<file path="src/rtl/issue_scoreboard_pkg.sv">
// Shared types and helpers for the in-order issue scoreboard.
package issue_scoreboard_pkg;

    localparam int unsigned REG_ADDR_W = 5;
    localparam int unsigned NUM_REGS   = 32;

    typedef enum logic [0:0] {
        SB_RUN   = 1'b0,
        SB_DRAIN = 1'b1
    } sb_state_e;

    // One-hot clear mask for a writeback that hits a busy register; x0 never clears.
    function automatic logic [NUM_REGS-1:0] wb_clear_mask(
        input logic                  hit,
        input logic [REG_ADDR_W-1:0] addr
    );
        logic [NUM_REGS-1:0] mask;
        mask = '0;
        if (hit && (addr != '0)) begin
            mask[addr] = 1'b1;
        end
        return mask;
    endfunction

endpackage

</file>
<file path="src/rtl/sb_busy_table.sv">
// Per-register busy bits plus outstanding-write counter, with x0-masked lookup ports.
module sb_busy_table
    import issue_scoreboard_pkg::*;
#(
    parameter int unsigned MAX_INFLIGHT = 4,
    parameter int unsigned CNT_W        = $clog2(MAX_INFLIGHT + 1)
) (
    input  logic                  clk,
    input  logic                  rst,
    input  logic                  set_en,
    input  logic [REG_ADDR_W-1:0] set_addr,
    input  logic                  clr_en,
    input  logic [REG_ADDR_W-1:0] clr_addr,
    input  logic [NUM_REGS-1:0]   hide_mask,
    input  logic [REG_ADDR_W-1:0] rs1_addr,
    input  logic [REG_ADDR_W-1:0] rs2_addr,
    input  logic [REG_ADDR_W-1:0] rd_addr,
    output logic                  rs1_busy,
    output logic                  rs2_busy,
    output logic                  rd_busy,
    output logic                  clr_hit,
    output logic [NUM_REGS-1:0]   busy_vec,
    output logic [CNT_W-1:0]      outstanding
);

    logic                set_hit;
    logic [NUM_REGS-1:0] set_mask;
    logic [NUM_REGS-1:0] clr_mask;
    logic [NUM_REGS-1:0] lookup;

    assign set_hit  = set_en && (set_addr != '0);
    assign clr_hit  = clr_en && (clr_addr != '0) && busy_vec[clr_addr];
    assign clr_mask = wb_clear_mask(clr_hit, clr_addr);

    always_comb begin
        set_mask = '0;
        if (set_hit) begin
            set_mask[set_addr] = 1'b1;
        end
    end

    // Lookups see the registered table minus any registers hidden by the caller.
    assign lookup   = busy_vec & ~hide_mask;
    assign rs1_busy = (rs1_addr != '0) && lookup[rs1_addr];
    assign rs2_busy = (rs2_addr != '0) && lookup[rs2_addr];
    assign rd_busy  = (rd_addr  != '0) && lookup[rd_addr];

    // Clear before set so a same-register clear+set leaves the bit busy and the count flat.
    always_ff @(posedge clk) begin
        if (rst) begin
            busy_vec    <= '0;
            outstanding <= '0;
        end else begin
            busy_vec    <= (busy_vec & ~clr_mask) | set_mask;
            outstanding <= outstanding + CNT_W'(set_hit) - CNT_W'(clr_hit);
        end
    end

endmodule

</file>
<file path="src/rtl/issue_scoreboard.sv">
// In-order issue controller: RAW/WAW hazard stall, in-flight cap, drain before serializing ops.
// Define ISSUE_SCOREBOARD_WB_BYPASS_EN to let same-cycle writebacks release stalls.
module issue_scoreboard
    import issue_scoreboard_pkg::*;
#(
    parameter int unsigned MAX_INFLIGHT = 4,
    parameter int unsigned CNT_W        = $clog2(MAX_INFLIGHT + 1)
) (
    input  logic                  clk,
    input  logic                  rst,
    input  logic                  dec_valid_i,
    output logic                  dec_ready_o,
    input  logic [REG_ADDR_W-1:0] dec_rs1_addr_i,
    input  logic                  dec_uses_rs1_i,
    input  logic [REG_ADDR_W-1:0] dec_rs2_addr_i,
    input  logic                  dec_uses_rs2_i,
    input  logic [REG_ADDR_W-1:0] dec_rd_addr_i,
    input  logic                  dec_reg_write_en_i,
    input  logic                  dec_serialize_i,
    output logic                  iss_valid_o,
    input  logic                  iss_ready_i,
    input  logic                  wb_valid_i,
    input  logic [REG_ADDR_W-1:0] wb_rd_addr_i,
    output logic [NUM_REGS-1:0]   busy_vec_o,
    output logic [CNT_W-1:0]      outstanding_o,
    output logic                  wb_err_o
);

    sb_state_e           state;
    logic                writer;
    logic                wb_elig;
    logic                clr_hit;
    logic                rs1_busy;
    logic                rs2_busy;
    logic                rd_busy;
    logic                hazard;
    logic                cap_full;
    logic                ser_block;
    logic                fire;
    logic [NUM_REGS-1:0] hide_mask;
    logic [CNT_W-1:0]    eff_cnt;

    assign writer  = dec_reg_write_en_i && (dec_rd_addr_i != '0);
    assign wb_elig = wb_valid_i && (wb_rd_addr_i != '0);

`ifdef ISSUE_SCOREBOARD_WB_BYPASS_EN
    assign hide_mask = wb_clear_mask(clr_hit, wb_rd_addr_i);
    assign eff_cnt   = outstanding_o - CNT_W'(clr_hit);
`else
    assign hide_mask = '0;
    assign eff_cnt   = outstanding_o;
`endif

    assign hazard    = (dec_uses_rs1_i && rs1_busy) || (dec_uses_rs2_i && rs2_busy) || (writer && rd_busy);
    assign cap_full  = writer && (eff_cnt == CNT_W'(MAX_INFLIGHT));
    assign ser_block = dec_serialize_i && (outstanding_o != '0);

    assign iss_valid_o = dec_valid_i && (state == SB_RUN) && !hazard && !cap_full && !ser_block;
    assign dec_ready_o = iss_valid_o && iss_ready_i;
    assign fire        = dec_valid_i && dec_ready_o;

    sb_busy_table #(
        .MAX_INFLIGHT (MAX_INFLIGHT),
        .CNT_W        (CNT_W)
    ) u_busy_table (
        .clk         (clk),
        .rst         (rst),
        .set_en      (fire && writer),
        .set_addr    (dec_rd_addr_i),
        .clr_en      (wb_elig),
        .clr_addr    (wb_rd_addr_i),
        .hide_mask   (hide_mask),
        .rs1_addr    (dec_rs1_addr_i),
        .rs2_addr    (dec_rs2_addr_i),
        .rd_addr     (dec_rd_addr_i),
        .rs1_busy    (rs1_busy),
        .rs2_busy    (rs2_busy),
        .rd_busy     (rd_busy),
        .clr_hit     (clr_hit),
        .busy_vec    (busy_vec_o),
        .outstanding (outstanding_o)
    );

    // Drain FSM: only RUN can enter DRAIN; exit once all writes have retired.
    always_ff @(posedge clk) begin
        if (rst) begin
            state <= SB_RUN;
        end else begin
            case (state)
                SB_RUN:   if (dec_valid_i && ser_block) state <= SB_DRAIN;
                SB_DRAIN: if (eff_cnt == '0)            state <= SB_RUN;
                default:                                state <= SB_RUN;
            endcase
        end
    end

    // Sticky flag for a writeback that finds no pending write.
    always_ff @(posedge clk) begin
        if (rst) begin
            wb_err_o <= 1'b0;
        end else if (wb_elig && !clr_hit) begin
            wb_err_o <= 1'b1;
        end
    end

endmodule

</file>
<file path="config.mk">
export PLATFORM = sky130hd
export DESIGN_NAME = issue_scoreboard
export DESIGN_NICKNAME = d
export VERILOG_FILES = /design/src/rtl/issue_scoreboard_pkg.sv /design/src/rtl/sb_busy_table.sv /design/src/rtl/issue_scoreboard.sv
export SDC_FILE = /design/constraint.sdc
export NUM_CORES = 1
export LEC_CHECK = 0
export ABC_AREA = 1
export CAP_MARGIN = 20
export CORE_UTILIZATION = 48
export DETAILED_ROUTE_END_ITERATION = 12
export GPL_TIMING_DRIVEN = 0
export PLACE_DENSITY = 0.82
export SYNTH_ARGS = -nofsm -noshare
export SYNTH_HDL_FRONTEND = slang
export SYNTH_SLANG_ARGS = --single-unit
</file>
<file path="constraint.sdc">
create_clock -name clk -period 2.8 [get_ports clk]
set_input_delay 0.56 -clock clk [delete_from_list [all_inputs] [get_ports clk]]
set_output_delay 0.56 -clock clk [all_outputs]
set_load 0.03 [all_outputs]
</file>
; Word level (Yosys, flattened, before mapping)
; Cells that the tools add are included.
[totals]
input_bits = 29
wordCells = 71
ff_bits = 37
[classes]
muxes = 17
reduce_logical = 37
bitwise = 4
magnitude_cmp = 6
eq_ne = 1
n_addsub = 2
[op_table]
columns = cell, n
row1 = 32-bit two-way mux, 2
row2 = 32-bit bitwise AND, 1
row3 = 32-bit inverter, 1
row4 = 32-bit bitwise OR, 1
row5 = 1-bit logical AND, 25
row6 = 5-bit by 6-bit less-than comparator with 1-bit output (second input constant), 4
row7 = 1-bit binary-select mux with 5-bit select, 4
row8 = 5-bit nonzero test, 4
row9 = 1-bit demux with 5-bit select, 2
row10 = 5-bit by 1-bit greater-or-equal comparator with 1-bit output (second input constant), 2
row11 = 1-bit two-way mux, 8
row12 = 1-bit zero test, 4
row13 = 3-bit by 1-bit adder with 3-bit output, 1
row14 = 3-bit == test (second input constant), 1
row15 = 3-bit zero test, 1
row16 = 3-bit nonzero test, 1
row17 = 3-bit by 1-bit subtractor with 3-bit output, 1
row18 = 1-bit logical OR, 2
row19 = 1-bit case mux with 2 select lines, 1
row20 = 1-bit inverter, 1

; Depth between registers and ports, before layout
[logic_depth]
word_depth = 16
mapped_depth = 22

; Modules after synthesis
; Synthesis repeated with hierarchy kept, for this count alone.
[unflattened]
cells_unflattened = 630
area_unflattened_um2 = 3395.8
[modules_own_cells]
columns = module, cells_per_inst, area_per_inst_um2, n_inst, seq_area_each_um2
row1 = sb_busy_table, 593, 3186.8, 1, 700.7
row2 = issue_scoreboard, 37, 209.0, 1, 40.0

; Worst setup path after synthesis
; No wires, ideal clock.
[synth_path]
path_kind = input port to flip-flop
start = input port wb_rd_addr_i[0]
end = register u_busy_table.outstanding[2]
path_stages = 16
path_slack_ns = -0.160
setup_ns = 0.128
t_required_ns = 2.672
arrival_ns = 2.833
path_cell_list = nand2_1 buf_2 o22ai_1 o21ai_1 nand4_1 or2_1 clkbuf_1 buf_2 nand2_1 inv_1 ha_1 inv_1 ha_1 fa_1 xnor2_1 nor2_1
[synth_between]
elab_chain_len = 5
elab_cells_between_ends = 7
classes_between = add/sub: 1 / mux: 2 / reduce/logical: 4
[synth_lines]
columns = item, line
row1 = start: declaration, issue_scoreboard.sv:23  ; input logic [REG_ADDR_W-1:0] wb_rd_addr_i,
row2 = branches (longest 3 deep; another with 1-bit binary-select mux with 5-bit select), -
row3 = 1-bit logical AND (*), sb_busy_table.sv:32  ; assign clr_hit = clr_en && (clr_addr != '0) && busy_vec[clr_addr];
row4 = 3-bit by 1-bit subtractor with 3-bit output (*), sb_busy_table.sv:55  ; outstanding <= outstanding + CNT_W'(set_hit) - CNT_W'(clr_hit);
row5 = end signal: assignment, sb_busy_table.sv:55
row6 = end: declaration, sb_busy_table.sv:23  ; output logic [CNT_W-1:0] outstanding
; Mark *: on every way between the ends. The select of a mux whose other input is x is not followed.
; A chain may end at the register's enable or synchronous reset.

; Final worst setup path
[layout_path]
start = input port wb_rd_addr_i[1]
end = register u_busy_table.outstanding[1]
; Same word-level chain as after synthesis.

==> flow_metrics.tcl <==
set metrics [dict create \
    num_vias 4789 \
    dp_slack_ps -1150 \
    antenna_found_initial 0 \
    setup_viol 0 \
    synth_area_mm2 0.00343 \
    grt_pass1_wl_mm 20.5 \
    die_height_um 86.6 \
    synth_area_leader_cell "dfxtp_1" \
    drive_gt1_share_pct 16.2 \
    cts_max_level 2 \
    floorplan.die_area_mm2 0.00750 \
    fmax_mhz 365 \
    fillers 644 \
    synth_top_flop_cell "dfxtp_1" \
    critical_path_class "input port to flip-flop" \
    min_period_ps 2740 \
    fin_crit_sh_pct 97.9 \
    synth_area_per_cell_um2 5.50 \
    min-delay-start "wb_err_o" \
    ys_top_cells_by_area "dfxtp_1 22%, nand2_1 17%, nand3_1 12%" \
    coreArea_mm2 0.00687 \
    nets 743 \
    max_stage_delay_ps 510 \
    placed_cell_area_mm2 0.00420 \
    synth_seq_cells 37 \
    end_kind "flip-flop" \
    status "finished, final reports clean" \
    worst_pin_slew_ps 632 \
    grt_max_degree 12 \
    synth-edff-count 0 \
    cts_tree "built" \
    power_density_mw_per_mm2 285 \
    num_antenna_cells 0 \
    drc_errors 0 \
    synthTopCellsByCount "153 x nand2_1, 98 x nor2_1, 82 x nand3_1" \
    irDropWorstVdd_mv 0.264 \
    start_kind "input port" \
    final_area_mm2 0.00469 \
    syn_nets 656 \
    hpwlAfterDp_mm 9.65 \
    clkTransAtPathRegs_ps 80 \
    async_flop_share_pct 0 \
    critPathLaunch "wb_rd_addr_i[1]" \
    worstSkewPairLatency_ps 290 \
    p_leak_uw 0.00194 \
    cp_cell_sequence "buf_4, inv_2, nand2_4, buf_8, o22ai_1, o21ai_1, nand4_1, or2_4, buf_6, nand2_2, inv_1, ha_1, inv_1, ha_2, fa_2, inv_1, nor2_1" \
    path_max_fanout 10 \
    detail_route.wl_per_cell_um 17.1 \
    start_util_pct 50.0 \
    cts-root-buf "clkbuf_8" \
    cap_viol_max_count 0 \
    yosysTopAreaCellShare_pct 21.6 \
    routed_wl_mm 13.8 \
    place.gp.congestion 0.924 \
    timing.rr.start "u_busy_table.busy_vec[23]" \
    grt_pass1_vias 4193 \
    yosysMostFrequentCell "nand2_1" \
    postRouteAntennaNets 0 \
    rows 30 \
    seq_area_frac_synth_pct 21.6 \
    viasPerCell 5.93 \
    die_w_um 86.6 \
    cts_made_buffers 5 \
    overflow 0 \
    clock_path_buffers 2 \
    setup_ws_ps 59.6 \
    clock_skew_ps 1.34 \
    synthToLayoutAreaGrowth_pct 36.5 \
    cp.arrival_ps 2980 \
    required_ps 3030 \
    relSlewSlack_pct 57.8 \
    ys_types 29 \
    ioPinCount 67 \
    cpMostUsedCell "inv_1" \
    hp-class "flip-flop to flip-flop" \
    drt_iter0_drc 534 \
    synth_warnings 0 \
    slew_viol_final 0 \
    cp_slowest_cell "fa_2" \
    cts_sinks 37 \
    drt_first_pass_iters 5 \
    final_util_pct 68.2 \
    portBuffers 60 \
    hold_viol_final 0 \
    gr-usage-all-layers_pct 35.4 \
    netlist_instances 624 \
]
-- layout by cell type (no fill, tap or decap), drive strengths merged --
master         instances
inv                   83
o211ai                 2
o22ai                 16
a21oi                 39
a31oi                  1
nor3                  18
clkdlybuf4s15          2
nand2                157
dlygate4sd2            3
or2                    1
o21ai                 12
nand4                 34
buf                   54
clkdlybuf4s50         45
nand3                 82
xnor2                  2
dlymetal6s2s           2
dfxtp                 37
clkinv                 2
nor3b                  1
clkbuf                16
ha                     2
fa                     1
nor2                 100
-- stage by stage --
step	cells	TNS [ps]	hold slack [ps]	power (uW)
floorplan	624	0	492	769
global placement	780	-7870	440	880
detailed placement	780	-8880	461	884
CTS	792	-57.5	472	1270
global route	808	-136	484	1370
finish	808	0	465	1340
-- final timing paths --
| kind | to | slack [ps] | depth (start not counted) |
|---|---|---|---|
| setup / recovery | u_busy_table.outstanding[1] | 60 | 17 |
| hold / removal | wb_err_o | 460 | 2 |
| setup reg to reg | u_busy_table.outstanding[1] | 120 | 14 |
| hold reg to reg | wb_err_o | 460 | 2 |
-- report_power, final --
part	internal, uW	switching [uW]	total (uW)
logic	160	261	421
registers	530	3.68	534
clock network	173	207	380
-- critical path: cells and delay by family --
family / cells / cell delay (ps)
AOI/OAI and AO/OA: 2 / 270
adders and majority gates: 3 / 950
buffers and inverters: 7 / 570
and+or+nand+nor: 5 / 610
-- cell type report --
| cell class | instances | area (um2) | share of cell area [%] |
|---|---|---|---|
| Sequential cell | 37 | 741 | 15.8 |
| Timing Repair Buffer | 82 | 761 | 16.2 |
| Inverter | 83 | 329 | 7.02 |
| Multi-Input combinational cell | 468 | 2350 | 50.2 |
| Clock inverter | 2 | 10.0 | 0.214 |
| Buffer | 34 | 299 | 6.38 |
| Tap cell | 96 | 120 | 2.56 |
| Clock buffer | 6 | 72.6 | 1.55 |
-- state kept, by name, indices dropped and copies added (netlist names) --
register	flops
state	1
u_busy_table.busy_vec	32
u_busy_table.outstanding	3
wb_err_o	1
-- routing by layer --
metal | global-route usage, % | up-vias | wire length [um]
li1 | - | 2199 | -
met1 | 44.8 | 2154 | 5240
met2 | 59.8 | 365 | 6470
met3 | 3.05 | 71 | 1400
met4 | 18.6 | 0 | 701
met5 | 0 | - | 0
-- logic make-up after synthesis --
logic type               after synthesis  share of synthesized area, %
AO/OA/AOI/OAI                         70                          11.0
XOR/XNOR                               2                         0.510
adder cells (fa/ha/maj)                3                          1.31
buffers and inverters                119                          15.5
flip-flops                            37                          21.6
AND/OR/NAND/NOR                      393                          50.1
-- timing repair --
action / in CTS / in global routing
resized for setup: 69 / 54
pin swaps: 5 / 8
endpoints found under the hold margin: 0 / 0
setup buffers: 4 / 16
cloned: 0 / 2
hold buffers: 0 / 0
endpoints found under the setup margin: 5 / 4
Note: power is estimated with default switching activity, not from simulation.
